### config.mk
export PLATFORM = sky130hd
export DESIGN_NAME = spi_master_cfg
export DESIGN_NICKNAME = d
export VERILOG_FILES = /design/src/rtl/spi_master_cfg.sv
export SDC_FILE = /design/constraint.sdc
export NUM_CORES = 1
export LEC_CHECK = 0
export ABC_AREA = 1
export CELL_PAD_IN_SITES_DETAIL_PLACEMENT = 1
export CELL_PAD_IN_SITES_GLOBAL_PLACEMENT = 2
export CORE_ASPECT_RATIO = 1.4
export CORE_UTILIZATION = 33
export DETAILED_ROUTE_END_ITERATION = 10
export DONT_BUFFER_PORTS = 1
export PLACE_DENSITY_LB_ADDON = 0.05
export SYNTH_ARGS = -nofsm -noshare
export SYNTH_HDL_FRONTEND = slang
export SYNTH_SLANG_ARGS = --single-unit
### constraint.sdc
create_clock -name CLK -period 1.4 [get_ports CLK]
set_clock_uncertainty 0.2 [all_clocks]
set_input_delay 0.28 -clock CLK [delete_from_list [all_inputs] [get_ports CLK]]
set_output_delay 0.28 -clock CLK [all_outputs]
set_load 0.02 [all_outputs]
### src/rtl/spi_master_cfg.sv
// Full-duplex SPI master: shifts a DATA_W-bit word out on MOSI while capturing MISO,
// with run-time CPOL/CPHA, a fixed SCLK divider, selectable bit order and an owned CS_N.
module spi_master_cfg #(
    parameter int DATA_W    = 8,
    parameter int CLK_DIV   = 2,
    parameter bit MSB_FIRST = 1'b1
) (
    input  logic              CLK,
    input  logic              RST_N,
    input  logic              START,
    input  logic              CPOL,
    input  logic              CPHA,
    input  logic [DATA_W-1:0] DIN,
    input  logic              MISO,
    output logic              BUSY,
    output logic              DONE,
    output logic [DATA_W-1:0] DOUT,
    output logic              MOSI,
    output logic              SCLK,
    output logic              CS_N
);

    localparam int HC_W = (CLK_DIV > 1) ? $clog2(CLK_DIV) : 1;
    localparam int BC_W = $clog2(DATA_W);
    localparam logic [HC_W-1:0] HC_LAST = HC_W'(CLK_DIV - 1);
    localparam logic [BC_W-1:0] BC_LAST = BC_W'(DATA_W - 1);

    typedef enum logic [2:0] {
        S_IDLE,
        S_SETUP,
        S_LEAD,
        S_TRAIL,
        S_HOLD,
        S_FIN
    } state_t;

    state_t            r_state;
    logic [HC_W-1:0]   r_hcnt;
    logic [BC_W-1:0]   r_bcnt;
    logic              r_cpol;
    logic              r_cpha;
    logic [DATA_W-1:0] r_tx;
    logic [DATA_W-1:0] r_rx;

    logic              w_half_end;
    logic              w_din_bit;
    logic [DATA_W-1:0] w_din_shifted;
    logic              w_tx_bit;
    logic [DATA_W-1:0] w_tx_shifted;
    logic [DATA_W-1:0] w_rx_shifted;

    assign w_half_end = (r_hcnt == HC_LAST);

    // r_tx always holds the bits still to be sent, next one at the shift-out end.
    assign w_din_bit     = MSB_FIRST ? DIN[DATA_W-1] : DIN[0];
    assign w_din_shifted = MSB_FIRST ? {DIN[DATA_W-2:0], 1'b0} : {1'b0, DIN[DATA_W-1:1]};
    assign w_tx_bit      = MSB_FIRST ? r_tx[DATA_W-1] : r_tx[0];
    assign w_tx_shifted  = MSB_FIRST ? {r_tx[DATA_W-2:0], 1'b0} : {1'b0, r_tx[DATA_W-1:1]};
    assign w_rx_shifted  = MSB_FIRST ? {r_rx[DATA_W-2:0], MISO} : {MISO, r_rx[DATA_W-1:1]};

    always_ff @(posedge CLK or negedge RST_N) begin
        if (!RST_N) begin
            r_state <= S_IDLE;
            r_hcnt  <= '0;
            r_bcnt  <= '0;
            r_cpol  <= 1'b0;
            r_cpha  <= 1'b0;
            r_tx    <= '0;
            r_rx    <= '0;
            BUSY    <= 1'b0;
            DONE    <= 1'b0;
            DOUT    <= '0;
            MOSI    <= 1'b0;
            SCLK    <= 1'b0;
            CS_N    <= 1'b1;
        end else begin
            DONE <= 1'b0;
            case (r_state)
                S_IDLE: begin
                    CS_N <= 1'b1;
                    BUSY <= 1'b0;
                    SCLK <= r_cpol;
                    if (START) begin
                        r_cpol  <= CPOL;
                        r_cpha  <= CPHA;
                        r_hcnt  <= '0;
                        r_bcnt  <= '0;
                        r_rx    <= '0;
                        CS_N    <= 1'b0;
                        BUSY    <= 1'b1;
                        SCLK    <= CPOL;
                        r_state <= S_SETUP;
                        // CPHA=0 devices sample on the first edge, so bit 0 must be on the wire now.
                        if (!CPHA) begin
                            MOSI <= w_din_bit;
                            r_tx <= w_din_shifted;
                        end else begin
                            r_tx <= DIN;
                        end
                    end
                end

                S_SETUP: begin
                    if (w_half_end) begin
                        r_hcnt  <= '0;
                        SCLK    <= ~r_cpol;
                        r_state <= S_LEAD;
                        if (r_cpha) begin
                            MOSI <= w_tx_bit;
                            r_tx <= w_tx_shifted;
                        end
                    end else begin
                        r_hcnt <= r_hcnt + 1'b1;
                    end
                end

                S_LEAD: begin
                    if (w_half_end) begin
                        r_hcnt  <= '0;
                        SCLK    <= r_cpol;
                        r_state <= S_TRAIL;
                        if (!r_cpha) begin
                            r_rx <= w_rx_shifted;
                            if (r_bcnt != BC_LAST) begin
                                MOSI <= w_tx_bit;
                                r_tx <= w_tx_shifted;
                            end
                        end
                    end else begin
                        r_hcnt <= r_hcnt + 1'b1;
                    end
                end

                S_TRAIL: begin
                    if (w_half_end) begin
                        r_hcnt <= '0;
                        if (r_cpha) begin
                            r_rx <= w_rx_shifted;
                        end
                        if (r_bcnt == BC_LAST) begin
                            r_bcnt  <= '0;
                            r_state <= S_HOLD;
                        end else begin
                            r_bcnt  <= r_bcnt + 1'b1;
                            SCLK    <= ~r_cpol;
                            r_state <= S_LEAD;
                            if (r_cpha) begin
                                MOSI <= w_tx_bit;
                                r_tx <= w_tx_shifted;
                            end
                        end
                    end else begin
                        r_hcnt <= r_hcnt + 1'b1;
                    end
                end

                S_HOLD: begin
                    if (w_half_end) begin
                        r_hcnt  <= '0;
                        CS_N    <= 1'b1;
                        DONE    <= 1'b1;
                        DOUT    <= r_rx;
                        MOSI    <= 1'b0;
                        r_state <= S_FIN;
                    end else begin
                        r_hcnt <= r_hcnt + 1'b1;
                    end
                end

                S_FIN: begin
                    BUSY    <= 1'b0;
                    r_state <= S_IDLE;
                end

                default: begin
                    r_state <= S_IDLE;
                end
            endcase
        end
    end

endmodule

==> flow_summary.yaml <==
drt:
  detail_route.first_pass.iterations: 4
  vias_per_cell: 4.915
  routed_wl_um: 6344
  drc_errors: 0
  drtIter0Drc: 61
  routed-via-count: 1907
  wl_per_cell_um: 16.35
  ant_nets: 0
floorplanning:
  dieHeight_um: 94.36
  initial_core_util_pct: 34.29
  dieArea_um2: 6414
  io_pins: 27
  die_width_um: 67.97
  rows: 33
  core_um2: 5863
setup_path:
  slowest_stage: "dfrtp_1"
  max_stage_delay_ps: 430
  cp-end-kind: "flop"
  r2r_cells: 9
  critPathLaunchType: "flop"
  worstPathMaxFanout: 7
  timing.rr.start: "r_state[1]$_DFFE_PN0P_"
  crit_family: "simple AND/OR/NAND/NOR gates"
  arrival_ps: 1690
  cp.required_ps: 1380
  crit_type: "reg -> reg"
  r2r_slack_ps: -310
  path_buf_inv: 3
  r2r_end: "r_rx[7]$_DFFE_PN0P_"
  path_cells: "buf_12, nor2_8, nand3_4, nand2_4, nor2_4, buf_6, buf_12, nand2_2, nand2_2"
timing:
  setup_slack_ps: -311.5
  fmax_mhz: 584.3
  relSlewSlack_pct: 81.16
  setup_viol: 37
  slew_violations: 0
  hold_viol_final: 0
  rsz0062_at_grt: "yes"
  finalCriticalPeriod_ps: 1711
  period_share_pct: 122.2
  tightest_slew_ps: 280.9
cells_and_area:
  syn_to_final_growth_pct: 56.50
  fill_cells: 673
  fin_nets: 333
  drive_above_1_share_pct: 45.28
  diodes: 0
  fin_area_um2: 3147
  fin_cells: 388
synthesis:
  netlist_area_um2: 2011
  syn_inst: 260
  synth_area_per_cell_um2: 7.733
  ys_warn_count: 0
  ys_ff_latch: 38
  synth.area.top_cells: "dfrtp_1 46%, nand2_1 17%, o21ai_0 7.7%, nor2_1 4.7%, inv_1 4.5%"
  seq_area_frac_synth_pct: 47.36
  synth_top_area_share_pct: 46.05
  ys_types: 26
  syn_nets: 276
  synth_top_area_cell: "dfrtp_1"
clock_network:
  cts.clk_slew.worst_paths_ps: 90
  clk_latency_ps: 300
  cts_inserted_buffers: 5
  cts.path.max_buffers: 2
  cts_root_buffer: "clkbuf_8"
  cts.sinks: 38
  cts_tree: "yes"
  ctsHtreeMaxLevel: 2
global_routing:
  overflow: 0
  grt_use_total_pct: 21.85
  grt_max_degree: 39
  grt_pass1_wl_um: 10230
  antenna_found_initial: 0
  grt_pass1_vias: 2108
power:
  leakagePower_uw: 0.001539
  vdd_drop_max_uv: 1081
  p_total_uw: 7473
  power-per-cell-area_nw_per_um2: 2375
status:
  violations: "negative setup slack"
  outcome: "complete, but fails checks"
min_path:
  holdPathEnd: "r_tx[0]$_DFFE_PN0P_"
  min_from: "DIN[0]"
  hold_path_class: "in -> reg"
  hold-path-cell-count: 4
job:
  maxCapViolCount: 0
placed_design:
  gp_congestion: 0.7904
  placedCellCount: 357
  port_buffers: 0
  dp.final_hpwl_um: 3910
  placed_area_um2: 2424
[cell type report]
cell class	instances	area, um2	area share (%)
inverters	27	128.9	4.095
well taps	70	87.58	2.783
repair buffers	58	616.8	19.60
flip-flops and latches	38	953.4	30.30
clock buffers	5	68.82	2.187
multi-input cells	187	1222	38.85
clock inverters	3	68.82	2.187
[placed cells by master (no fill, tap or decap), types with 2 or more instances in the layout]
cell type	synthesis	routed
buf_12	0	9
buf_4	2	30
buf_6	5	17
bufinv_16	0	2
clkbuf_8	0	5
dfrtp_1	37	36
dlygate4sd3_1	0	2
inv_1	24	17
inv_2	2	3
inv_4	0	4
nand2_1	89	54
nand2_2	2	26
nand2_4	1	10
nand2_8	0	2
nand3_1	16	9
nand3_2	2	4
nand3_4	0	5
nor2_1	25	20
nor2_2	2	2
nor2_4	2	7
o21a_1	4	4
o21ai_0	31	16
o21ai_1	5	12
o21ai_2	0	6
o21ai_4	0	2
[Yosys cell counts, drive strengths merged]
cell type and count:
nand2 92, dfrtp 37, o21ai 36, nor2 30, inv 26, nand3 18, buf 8, o21a 4
ha 2, a21oi 1, clkinv 1, dfstp 1, nand3b 1, nor2b 1, nor3 1, o211ai 1
[per-stage QoR]
step	util [%]	setup slack, ps	setup TNS, ps	hold WS [ps]
6_report	53.67	-311.5	-8099	12.36
5_1_grt	53.67	-363.3	-10250	19.87
4_1_cts	52.07	-258.5	-7007	8.979
3_5_place_dp	41.34	-311.9	-7904	-214.7
3_3_place_gp	41.34	-332.8	-7720	-214.7
2_1_floorplan	-	-90.80	-1645	-215.6
[per-layer routing]
metal / vias to the layer above / wire length, um / track usage [%] / share of wire (%)
met4: 0 / 153 / 6.944 / 2.4
met5: - / 0 / 0 / 0
met1: 927 / 2441 / 23.77 / 38
met3: 13 / 197 / 3.865 / 3.1
met2: 34 / 3552 / 40.93 / 56
li1: 933 / - / - / -
[where the power goes]
part	switching (uW)	internal, uW	total [uW]
combinational	2370	2180	4550
sequential	304	1460	1760
clock	447	715	1160
total	3120	4350	7470
[sequential cells by signal, summed over array words and instances (netlist names)]
signal	count
DOUT	8
r_rx	8
r_tx	8
r_bcnt	3
r_state	3
BUSY	1
CS_N	1
DONE	1
MOSI	1
SCLK	1
r_cpha	1
r_cpol	1
r_hcnt	1
[tightest hold or removal path, cell delays in order]
cell	delay, ps
inv_1	50
nor3_1	50
nand2_1	50
nand2_1	40
[worst max-delay path by stage]
stage,start,to,depth (start not counted),slack [ps]
finish,r_state[1]$_DFFE_PN0P_,r_rx[7]$_DFFE_PN0P_,9,-310
global route,r_state[0]$_DFFE_PN0P_,r_rx[7]$_DFFE_PN0P_,9,-360
global placement,r_state[0]$_DFFE_PN0P_,r_bcnt[0]$_DFFE_PN0P_,9,-330
detailed placement,r_state[0]$_DFFE_PN0P_,r_bcnt[1]$_DFFE_PN0P_,9,-310
floorplan,r_state[2]$_DFFE_PN0P_,r_tx[1]$_DFFE_PN0P_,9,-90
CTS,r_state[1]$_DFFE_PN0P_,r_rx[4]$_DFFE_PN0P_,9,-260
[kinds of logic after synthesis]
kind of cell | Yosys count | share of synthesized area [%]
and+or+nand+nor | 143 | 31.49
AOI/OAI and AO/OA | 42 | 11.08
DFF | 38 | 47.36
buffers and inverters | 35 | 8.836
adders and majority gates | 2 | 1.244
[timing repair]
item | CTS | global route
hold buffers | 3 | 0
pin swaps | 37 | 25
hold endpoints to repair | 41 | 0
resized for setup | 80 | 32
setup endpoints to repair | 37 | 39
gates cloned | 1 | 0
setup buffers | 20 | 3
Power figures use the tool's default switching activity.
